<file path="src/rtl/sdrd_pkg.sv">
// Shared definitions for the serial key sequencer.
//   state_t      : 2-bit sequencer state (LOCKED, U1, U2, STREAM)
//   WIN_BA13/12  : required values of ba[13]/ba[12] for the serial window
package sdrd_pkg;

    typedef enum logic [1:0] {
        ST_LOCKED = 2'd0,
        ST_U1     = 2'd1,
        ST_U2     = 2'd2,
        ST_STREAM = 2'd3
    } state_t;

    localparam logic WIN_BA13 = 1'b0;
    localparam logic WIN_BA12 = 1'b1;

endpackage

</file>
<file path="src/rtl/sdrd_window_dec.sv">
// Window and access-qualify decode for the serial key sequencer.
// Ports:
//   sser_n   in  serial-device select, active low
//   ba_13    in  bus address bit 13
//   ba_12    in  bus address bit 12
//   br_w     in  bus direction, 1 = read
//   bus_stb  in  single-cycle access strobe
//   hit      out window hit (select asserted and address in window)
//   rd_hit   out hit with read direction, regardless of strobe
//   rd_qual  out strobed read inside the window
//   wr_qual  out strobed write inside the window
module sdrd_window_dec
    import sdrd_pkg::*;
(
    input  logic sser_n,
    input  logic ba_13,
    input  logic ba_12,
    input  logic br_w,
    input  logic bus_stb,
    output logic hit,
    output logic rd_hit,
    output logic rd_qual,
    output logic wr_qual
);

    assign hit     = ~sser_n & (ba_13 == WIN_BA13) & (ba_12 == WIN_BA12);
    assign rd_hit  = hit & br_w;
    assign rd_qual = bus_stb & hit & br_w;
    assign wr_qual = bus_stb & hit & ~br_w;

endmodule

</file>
<file path="src/rtl/sdrd_sequencer.sv">
// Serial key sequencer. Three reads at the unlock offsets (ba[7:4]) open a
// stream; each further read in the window presents the next KEY bit on sdrd
// (LSB first). The sixteenth streamed read relocks. Any write in the window
// aborts back to LOCKED.
// Bus handshake: bus_stb is a one-cycle strobe with no ready/back-pressure;
// an access is taken on the rising edge that ends the strobe cycle, and the
// data bit for a read is valid combinationally during that same cycle.
// Ports:
//   clk, rst_n  clock, asynchronous active-low reset
//   sser_n      serial-device select, active low
//   ba[13:0]    bus address (ba[13], ba[12], ba[7:4] decoded)
//   br_w        1 = read, 0 = write
//   bus_stb     access strobe
//   sdrd        key data bit (0 when not driven)
//   sdrd_oe     drive enable for sdrd
//   state_o     current state (debug)
//   bit_cnt_o   current key bit index (debug)
module sdrd_sequencer
    import sdrd_pkg::*;
#(
    parameter logic [15:0] KEY     = 16'hA5C3,
    parameter logic [3:0]  UNLOCK0 = 4'h2,
    parameter logic [3:0]  UNLOCK1 = 4'hA,
    parameter logic [3:0]  UNLOCK2 = 4'hB
) (
    input  logic        clk,
    input  logic        rst_n,
    input  logic        sser_n,
    input  logic [13:0] ba,
    input  logic        br_w,
    input  logic        bus_stb,
    output logic        sdrd,
    output logic        sdrd_oe,
    output logic [1:0]  state_o,
    output logic [3:0]  bit_cnt_o
);

    state_t     state_q, state_d;
    logic [3:0] bit_cnt_q, bit_cnt_d;
    logic       hit, rd_hit, rd_qual, wr_qual;
    logic [3:0] offset;
    logic       unused_ba;

    sdrd_window_dec u_dec (
        .sser_n  (sser_n),
        .ba_13   (ba[13]),
        .ba_12   (ba[12]),
        .br_w    (br_w),
        .bus_stb (bus_stb),
        .hit     (hit),
        .rd_hit  (rd_hit),
        .rd_qual (rd_qual),
        .wr_qual (wr_qual)
    );

    assign offset    = ba[7:4];
    assign unused_ba = ^{ba[11:8], ba[3:0]};

    always_comb begin
        state_d   = state_q;
        bit_cnt_d = bit_cnt_q;
        if (wr_qual) begin
            // Abort outranks every read transition.
            state_d   = ST_LOCKED;
            bit_cnt_d = 4'd0;
        end else if (rd_qual) begin
            case (state_q)
                ST_LOCKED: begin
                    if (offset == UNLOCK0) state_d = ST_U1;
                end
                ST_U1: begin
                    if (offset == UNLOCK1)      state_d = ST_U2;
                    else if (offset != UNLOCK0) state_d = ST_LOCKED;
                end
                ST_U2: begin
                    if (offset == UNLOCK2) begin
                        state_d   = ST_STREAM;
                        bit_cnt_d = 4'd0;
                    end else if (offset == UNLOCK0) begin
                        state_d = ST_U1;
                    end else begin
                        state_d = ST_LOCKED;
                    end
                end
                ST_STREAM: begin
                    // Offset is ignored while streaming.
                    if (bit_cnt_q == 4'hF) begin
                        state_d   = ST_LOCKED;
                        bit_cnt_d = 4'd0;
                    end else begin
                        bit_cnt_d = bit_cnt_q + 4'd1;
                    end
                end
                default: begin
                    state_d   = ST_LOCKED;
                    bit_cnt_d = 4'd0;
                end
            endcase
        end
    end

    always_ff @(posedge clk or negedge rst_n) begin
        if (!rst_n) begin
            state_q   <= ST_LOCKED;
            bit_cnt_q <= 4'd0;
        end else begin
            state_q   <= state_d;
            bit_cnt_q <= bit_cnt_d;
        end
    end

    // The bit shown during a streamed read is the pre-increment index.
    assign sdrd_oe   = (state_q == ST_STREAM) & rd_hit;
    assign sdrd      = sdrd_oe & KEY[bit_cnt_q];
    assign state_o   = state_q;
    assign bit_cnt_o = bit_cnt_q;

endmodule

</file>
<file path="config.mk">
export PLATFORM = sky130hd
export DESIGN_NAME = sdrd_sequencer
export DESIGN_NICKNAME = d
export VERILOG_FILES = /design/src/rtl/sdrd_pkg.sv /design/src/rtl/sdrd_window_dec.sv /design/src/rtl/sdrd_sequencer.sv
export SDC_FILE = /design/constraint.sdc
export NUM_CORES = 1
export LEC_CHECK = 0
export ABC_AREA = 1
export CELL_PAD_IN_SITES_DETAIL_PLACEMENT = 1
export CELL_PAD_IN_SITES_GLOBAL_PLACEMENT = 2
export CORE_MARGIN = 10
export CORE_UTILIZATION = 18
export CTS_BUF_LIST = sky130_fd_sc_hd__clkbuf_4 sky130_fd_sc_hd__clkbuf_8 sky130_fd_sc_hd__clkbuf_16
export DETAILED_ROUTE_END_ITERATION = 6
export PLACE_DENSITY_LB_ADDON = 0.1
export SYNTH_ARGS = -nofsm -noshare
export SYNTH_HDL_FRONTEND = slang
export SYNTH_HIERARCHICAL = 1
export SYNTH_SLANG_ARGS = --single-unit
</file>
<file path="constraint.sdc">
create_clock -name clk -period 1.15 [get_ports clk]
set_input_delay 0.23 -clock clk [delete_from_list [all_inputs] [get_ports clk]]
set_output_delay 0.23 -clock clk [all_outputs]
set_load 0.005 [all_outputs]
</file>
# [After elaboration in Yosys (flattened, before gate mapping)]
# Memories as Yosys holds them, arrays and structs flattened.
# Index checks and enable logic that the tools add are counted.
[op_classes] n_reduce_logical=5 n_eq_ne=12 addsub=1 n_bitwise=11 n_mux=15 magnitude_cmp=1
[op_table] cell="$mux W4" n=4
[op_table] cell="$mux W2" n=7
[op_table] cell="$eq A4 B4 Y1 const B" n=3
[op_table] cell="$ne A3 B2 Y1 const B" n=3
[op_table] cell="$and A1 B1 Y1" n=8
[op_table] cell="$pmux W2 S4" n=1
[op_table] cell="$pmux W4 S2" n=1
[op_table] cell="$lt A4 B5 Y1 const B" n=1
[op_table] cell="$add A4 B1 Y4 const B" n=1
[op_table] cell="$eq A2 B2 Y1 const B" n=2
[op_table] cell="$eq A4 B2 Y1 const B" n=1
[op_table] cell="$ne A4 B2 Y1 const B" n=1
[op_table] cell="$ne A4 B3 Y1 const B" n=1
[op_table] cell="$reduce_and A4 Y1" n=1
[op_table] cell="$not A1 Y1" n=3
[op_table] cell="$reduce_and A3 Y1" n=1
[op_table] cell="$reduce_bool A3 Y1" n=1
[op_table] cell="$eq A2 B1 Y1 const B" n=1
[op_table] cell="$logic_not A2 Y1" n=1
[op_table] cell="$mux W1" n=2
[op_table] cell="$reduce_bool A2 Y1" n=1
[totals] romBits=16 output_inout_bits=8 register_bits=6 n_memories=1 word_cells=48 in_bits=19
[memory_table] memory="(name not given)" depth=16 word_bits=1 rd=1 rd_clocked_by_memory_dff=0 write_ports=0 line_no="sdrd_sequencer.sv:114" rtl="assign sdrd = sdrd_oe & KEY[bit_cnt_q];"

# [Depth between registers and ports, before layout]
# Gate-level depths: netlist of the first run.
[logic_depth] word_depth=7 depth_mapped=11 ltp_nobuf=11

# [Cells and area by module]
# The synthesis of the first run kept the hierarchy.
[modules_own_cells] mod="sdrd_sequencer" cells_each=81 seq_area_each_um2=150.1 n_inst=1 area_each_um2=541.8
[modules_own_cells] mod="sdrd_window_dec" cells_each=8 seq_area_each_um2=0.0 n_inst=1 area_each_um2=38.8

# [Worst setup path before layout of the first run]
# No wires, ideal clock.
[synth_timing] path_type="reg-to-reg" startpoint="register bit_cnt_q[0] (netlist: bit_cnt_o[0])" endpoint="register bit_cnt_q[2] (netlist: bit_cnt_o[2])" required_time_ps=1033 path_slack_ps=-126 period_less_slack_ps=1276 stages_incl_launch_ff=7 n_path_buf=0 arrival_ps=1159 setup_ps=117 cell_sequence="dfrtp_1 ha_1 or2_2 nand3_1 nor2_1 nand3_1 nand2_1"
[synth_via] elab_chain_cells=5 elab_cells_between_ends=6 cone_classes="1 x add/sub; 1 x eq/ne; 4 x mux"
[synth_lines] item="from (decl)" line_no="sdrd_sequencer.sv:39" rtl="logic [3:0] bit_cnt_q, bit_cnt_d;"
[synth_lines] item="from (signal assigned)" line_no="sdrd_sequencer.sv:108" rtl="bit_cnt_q <= bit_cnt_d;"
[synth_lines] item="$add A4 B1 Y4 or $eq A4 B4 Y1 (tied branches)" line_no="sdrd_sequencer.sv:91, sdrd_sequencer.sv:87"
[synth_lines] item="$mux W4 (*)" line_no="sdrd_sequencer.sv:87" rtl="if (bit_cnt_q == 4'hF) begin"
[synth_lines] item="$pmux W4 S2 (*)" line_no="sdrd_sequencer.sv:67" rtl="case (state_q)"
[synth_lines] item="$mux W4 (*)" line_no="sdrd_sequencer.sv:66" rtl="end else if (rd_qual) begin"
[synth_lines] item="$mux W4 (*)" line_no="sdrd_sequencer.sv:62" rtl="if (wr_qual) begin"
# Mark *: on every way between the ends. The rest lies on a longest branch, timed or not. The select of a mux whose other input is x is not followed.
# A chain may end at the register's enable or synchronous reset.

# [Worst setup path in the final report of the first run]
[layout_timing] startpoint="register bit_cnt_q[2] (netlist: bit_cnt_o[2])" endpoint="output port sdrd"
[layout_via] elab_chain_cells=3
[layout_lines] item="$mem_v2 Z16 W1"
[layout_lines] item="$mux W1 (not written as such)" line_no="sdrd_sequencer.sv:114"
[layout_lines] item="$and A1 B1 Y1" line_no="sdrd_sequencer.sv:114"
[layout_lines] item="to (decl)" line_no="sdrd_sequencer.sv:32" rtl="output logic sdrd,"
# No other way between the ends. The select of a mux whose other input is x is not followed.

==> flow_metrics.py, run 1 <==
metrics = {
    "critical_path": {
        "cpPeakStageDelay_ps": 440,
        "critical-path-top-delay-family": "flip-flops",
        "path_class": "flip-flop to output pin",
        "path_max_fanout": 4,
        "slowest_stage": "dfrtp_2",
        "critPathLaunchType": "flip-flop",
        "cp.arrival_ps": 1190,
        "worstPathRequired_ps": 920,
        "worst_setup_path_end_kind": "output pin",
        "cp_cell_sequence": "ha_4 -> a211oi_2 -> buf_2",
        "crit_buf_inv": 1,
    },
    "cells_and_area": {
        "fillers": 385,
        "final_layout_size_suffix_gt1_frac": 0.534,
        "fin_nets": 155,
        "antenna_cells": 0,
        "syn2layout_area_growth_pct": 97.0,
        "fin_util": 0.372,
    },
    "routing": {
        "dr_wl_met2_um": 1010,
        "vias": 695,
        "dr.pass1.iters": 2,
        "drc_errors": 0,
        "wirelength_um": 1930,
        "wl_met1_um": 859,
        "ant_nets": 0,
        "drt-wirelength-per-cell_um": 10.9,
        "wl_met3_um": 49,
        "avgViaCountPerCell": 3.93,
        "drt_iter0_drc": 15,
        "highest_layer": "met4",
    },
    "die": {
        "io_pins": 27,
        "num_rows": 20,
        "die_area_um2": 5870,
        "dieHeight_um": 76.6,
        "core_um2": 3050,
        "die_w_um": 76.6,
        "initial_utilization": 0.189,
    },
    "timing": {
        "rsz0062_at_grt": "true",
        "postLayoutSetupSlackWorst_ps": -273,
        "setup_viol_count_final": 10,
        "post-route-period-util": 1.24,
        "hold_viol_final": 0,
        "maxSlewHeadroom": 0.811,
        "worst_pin_slew_ps": 282,
        "finalMaxSlewViolations": 0,
        "max_freq_mhz": 703,
        "period_needed_ps": 1420,
        "hold_ws_ps": 232,
        "skew_ps": 2.78,
    },
    "clocking": {
        "cts_tree": "done",
        "cts-root-buf": "clkbuf_4",
        "cts_htree_levels": 1,
        "cts_buffers": 3,
        "cts_sinks": 6,
        "clk_latency_ps": 240,
        "max-clock-path-buffers": 2,
        "clkTransAtPathRegs_ps": 50,
    },
    "synth": {
        "post_synth.cell_area_avg_um2": 6.55,
        "netlist_area_um2": 577,
        "syn_nets": 109,
        "syn_inst": 88,
        "yosys_warnings": 6,
    },
    "global_routing": {
        "grt_max_degree": 8,
        "grt.overflow.total": 0,
        "grt_usage": 0.0697,
        "antenna_found_initial": 0,
        "grt_pass1_vias": 774,
        "grt_pass1_wl_um": 3480,
    },
    "run": {
        "drv_cap": 0,
    },
    "placement": {
        "io_buffers": 18,
        "dp_hpwl_um": 1610,
        "place.gp.congestion": 0.730,
    },
    "pwr": {
        "power.leakage_nw": 0.601,
        "pwr-share-seq": 0.294,
        "ir_worst_vdd_v": 0.000177,
        "p_comb_frac": 0.431,
        "p_per_area_nw_per_um2": 741,
        "p_int_mw": 0.576,
        "switching_share": 0.315,
        "switchingPower_mw": 0.265,
        "clkPwrFrac": 0.276,
    },
    "worst_hold_path": {
        "hold_class": "primary input to asynchronous set/reset pin",
    },
    "outcome": {
        "violations": "negative setup slack",
        "outcome": "finished with violations",
    },
}
==> routing by layer <==
metal  up-vias  GRT usage
met5         -          0
met4         0     0.0223
met3         2     0.0177
met2         8      0.121
met1       319     0.0812
li1        366          -
==> path summary, 6_finish.rpt <==
kind                            slack [ps]                        to  depth (start not counted)                     start
worst max-delay path                  -270                      sdrd                          3  bit_cnt_o[2]$_DFFE_PN0P_
worst min-delay path                   230  bit_cnt_o[0]$_DFFE_PN0P_                          1                     rst_n
worst max register to register        -240  bit_cnt_o[2]$_DFFE_PN0P_                          8  bit_cnt_o[1]$_DFFE_PN0P_
worst min register to register         610  bit_cnt_o[0]$_DFFE_PN0P_                          3  bit_cnt_o[0]$_DFFE_PN0P_
max in group asynchronous              680  bit_cnt_o[2]$_DFFE_PN0P_                          1                     rst_n
min in group clk                       610  bit_cnt_o[0]$_DFFE_PN0P_                          3  bit_cnt_o[0]$_DFFE_PN0P_
==> worst reg2reg max path: stages, from the launching register on <==
cell     delay (ps)
dfrtp_1         410
buf_4           150
buf_6           120
ha_4            160
or2_4           220
nand3_2          50
nor2_1           40
nand3_1          60
nand2_1          60
==> registers in the layout (all words and copies together) (netlist names) <==
name and cells:
bit_cnt_o 4, state_o 2
==> through the flow <==
stage / instance area [µm²] / std cells / worst slack [ps] / setup TNS (ps) / power (mW)
after floorplan: 608 / 88 / -21.6 / -31.3 / 0.384
after global placement: 941 / 163 / -805 / -5720 / 0.533
after detailed placement: 941 / 163 / -826 / -5850 / 0.536
after CTS: 1070 / 172 / -325 / -1390 / 0.802
after global routing: 1140 / 177 / -334 / -2210 / 0.916
final: 1140 / 177 / -273 / -1420 / 0.841
==> cell type report <==
type	count	area, µm²	area share
flip-flops and latches	6	151	0.133
inverters	13	56.3	0.0496
multi-input cells	68	475	0.419
well taps	44	55.1	0.0485
repair buffers	42	368	0.324
clock buffers	4	30.0	0.0264
==> cell usage in the layout (no fill, tap or decap), types with 2 or more instances in the layout <==
| master | n |
|---|---|
| inv_2 | 5 |
| nand2_1 | 22 |
| clkbuf_4 | 4 |
| nand3_1 | 4 |
| nor2_2 | 2 |
| nor2_1 | 9 |
| nor2_4 | 3 |
| nand3_4 | 3 |
| dfrtp_1 | 5 |
| buf_2 | 4 |
| inv_1 | 6 |
| ha_4 | 2 |
| buf_4 | 16 |
| nand2_4 | 2 |
| clkdlybuf4s50_1 | 5 |
| a21oi_1 | 2 |
| nand3_2 | 3 |
| buf_6 | 13 |
| nand4_1 | 2 |
| dlygate4sd2_1 | 3 |
| nand2_2 | 6 |
==> power groups by stage <==
stage | clock network (mW) | registers (mW) | logic [mW]
3_3_place_gp | 0 | 0.245 | 0.289
5_1_grt | 0.259 | 0.251 | 0.406
4_1_cts | 0.242 | 0.248 | 0.313
6_report | 0.232 | 0.247 | 0.362
2_1_floorplan | 0 | 0.255 | 0.129
3_5_place_dp | 0 | 0.245 | 0.291
==> repair_timing <==
item | 4_1_cts | 5_1_grt
resized for setup | 60 | 19
hold buffers | 0 | 0
pin swaps | 11 | 11
buffers inserted | 5 | 9
endpoints found under the setup margin | 14 | 13
cloned | 0 | 0
No activity file was read; power rests on OpenSTA's default activity.
==> inputs of run 2 (changes only) <==
--- a/config.mk
+++ b/config.mk
@@ -12,7 +12,7 @@
 export CORE_UTILIZATION = 18
 export CTS_BUF_LIST = sky130_fd_sc_hd__clkbuf_4 sky130_fd_sc_hd__clkbuf_8 sky130_fd_sc_hd__clkbuf_16
 export DETAILED_ROUTE_END_ITERATION = 6
-export PLACE_DENSITY_LB_ADDON = 0.1
+export PLACE_DENSITY = 0.78
 export SYNTH_ARGS = -nofsm -noshare
 export SYNTH_HDL_FRONTEND = slang
 export SYNTH_HIERARCHICAL = 1
==> run 2 against run 1 <==
The flow still finishes with violations (negative setup slack). Combinational power fell by 6.9%. Hold slack better by 1.7 ps. Global-route usage up 0.19 points. Maximum frequency is 2.0% lower. Critical path type unchanged. First-iteration DRC count increased by 67%. Sequential power about the same. Final cell count is 0.56% lower. Clock-buffer cell count is the same. Critical endpoint unchanged.
==> flow_metrics.py, run 2 (synthesis gave the netlist of run 1 again) <==
metrics = {
    "clocking": {
        "cts_sinks": 6,
        "cts-root-buf": "clkbuf_4",
        "cts_htree_levels": 1,
        "clkTransAtPathRegs_ps": 60,
        "clk_latency_ps": 250,
        "cts_tree": "done",
        "max-clock-path-buffers": 2,
        "hold_buffers": 0,
        "cts_buffers": 3,
    },
    "placement": {
        "io_buffers": 18,
        "place.gp.congestion": 0.714,
        "placedCellCount": 166,
        "dp_hpwl_um": 1570,
        "place_ws_ps": -830,
    },
    "critical_path": {
        "path_max_fanout": 2,
        "cpPeakStageDelay_ps": 420,
        "crit_buf_inv": 1,
        "path_class": "flip-flop to output pin",
        "cp_cell_sequence": "ha_4 -> a211oi_2 -> buf_2",
        "worstPathRequired_ps": 920,
        "cp.arrival_ps": 1220,
        "critical-path-top-delay-family": "flip-flops",
        "critPathLaunchType": "flip-flop",
        "slowest_stage": "dfrtp_1",
        "worst_setup_path_end_kind": "output pin",
    },
    "routing": {
        "dr_wl_met2_um": 1180,
        "vias": 722,
        "drc_errors": 0,
        "drt_iter0_drc": 25,
        "wirelength_um": 2140,
        "dr.pass1.iters": 4,
        "drt-wirelength-per-cell_um": 12.1,
        "ant_nets": 0,
        "avgViaCountPerCell": 4.10,
        "wl_met1_um": 886,
        "wl_met3_um": 57,
        "highest_layer": "met4",
    },
    "cells_and_area": {
        "multi_input_area_um2": 480,
        "layout_commonest_cell": "nand2_1",
        "antenna_cells": 0,
        "fillers": 395,
        "fin_util": 0.379,
        "ff_latch_area_um2": 153,
        "fin_nets": 154,
        "largest_reg_flops": 4,
        "stdcell_count": 176,
        "final_layout_size_suffix_gt1_frac": 0.545,
        "syn2layout_area_growth_pct": 101,
        "most-common-layout-cells": "23 x nand2_1, 17 x buf_6, 12 x buf_4",
    },
    "die": {
        "die_area_um2": 5870,
        "num_rows": 20,
        "initial_utilization": 0.189,
        "io_pins": 27,
        "core_um2": 3050,
        "die_w_um": 76.6,
        "dieHeight_um": 76.6,
    },
    "timing": {
        "hold_viol_final": 0,
        "worst_pin_slew_ps": 307,
        "period_needed_ps": 1450,
        "finalMaxSlewViolations": 0,
        "tns_ps": -1180,
        "max_freq_mhz": 688,
        "setup_viol_count_final": 11,
        "postLayoutSetupSlackWorst_ps": -303,
        "post-route-period-util": 1.26,
        "rsz0062_at_grt": "true",
        "skew_ps": 10.2,
        "maxSlewHeadroom": 0.795,
    },
    "pwr": {
        "p_per_area_nw_per_um2": 712,
        "power.leakage_nw": 0.603,
        "ir_worst_vdd_v": 0.000210,
        "fin_total_pwr_mw": 0.824,
    },
    "outcome": {
        "violations": "negative setup slack",
        "outcome": "finished with violations",
    },
    "global_routing": {
        "grt.overflow.total": 0,
        "grt_max_degree": 8,
        "antenna_found_initial": 0,
        "grt_pass1_vias": 784,
        "grt_usage": 0.0716,
        "grt_pass1_wl_um": 3550,
    },
    "run": {
        "drv_cap": 0,
    },
    "worst_hold_path": {
        "hold_class": "primary input to asynchronous set/reset pin",
    },
}
run 2: cell count changes in the layout (fill, tap and decap cells not counted), sizes merged:
cell           delta
buf               -3
clkbuf            +1
clkdlybuf4s15     +1
run 2: worst paths after layout:
| kind | startpoint | end | slack (ps) | cells after the start |
|---|---|---|---|---|
| setup reg to reg | bit_cnt_o[0]$_DFFE_PN0P_ | bit_cnt_o[2]$_DFFE_PN0P_ | -160 | 7 |
| max in group asynchronous | rst_n | bit_cnt_o[0]$_DFFE_PN0P_ | 650 | 1 |
| hold / removal | rst_n | bit_cnt_o[1]$_DFFE_PN0P_ | 230 | 1 |
| hold reg to reg | state_o[0]$_DFFE_PN0P_ | state_o[0]$_DFFE_PN0P_ | 640 | 3 |
| min in group clk | ba[13] | bit_cnt_o[1]$_DFFE_PN0P_ | 640 | 8 |
| setup / recovery | bit_cnt_o[1]$_DFFE_PN0P_ | sdrd | -300 | 3 |
run 2: area by class of cell:
type                       instances  share of cell area
multi-input combinational         68               0.415
timing repair buffer              41               0.331
sequential                         6               0.132
inverter                          13              0.0486
tap                               44              0.0476
clock buffer                       4              0.0259
run 2: per-layer routing:
layer / vias to the layer above / global-route usage
met5: - / 0
met4: 0 / 0.0279
met3: 2 / 0.0165
met2: 12 / 0.128
met1: 344 / 0.0792
li1: 364 / -
run 2: power by group:
| part | leakage [nW] | switching (mW) | internal [mW] |
|---|---|---|---|
| Clock | 0.0184 | 0.0845 | 0.156 |
| Sequential | 0.0789 | 0.0170 | 0.230 |
| Combinational | 0.506 | 0.166 | 0.172 |
| Total | 0.603 | 0.267 | 0.557 |
run 2: what timing repair did:
item	in CTS	in global routing
hold endpoints to repair	0	0
resized for setup	58	25
pin swaps	5	6
setup endpoints to repair	14	14
setup buffers	3	5
run 2: per-stage QoR:
stage / hold slack [ps] / instance area [µm²]
2_1_floorplan: -65.6 / 608
3_3_place_gp: 493 / 963
3_5_place_dp: 503 / 963
4_1_cts: 235 / 1070
5_1_grt: 238 / 1160
6_report: 234 / 1160
==> inputs of run 3 (changes only) <==
--- a/config.mk
+++ b/config.mk
@@ -11,6 +11,7 @@
 export CORE_MARGIN = 10
 export CORE_UTILIZATION = 18
 export CTS_BUF_LIST = sky130_fd_sc_hd__clkbuf_4 sky130_fd_sc_hd__clkbuf_8 sky130_fd_sc_hd__clkbuf_16
+export CTS_CLUSTER_SIZE = 25
 export DETAILED_ROUTE_END_ITERATION = 6
 export PLACE_DENSITY = 0.78
 export SYNTH_ARGS = -nofsm -noshare
==> results of run 3 <==
The final DEF is identical to that of run 2; final timing and power are the same.
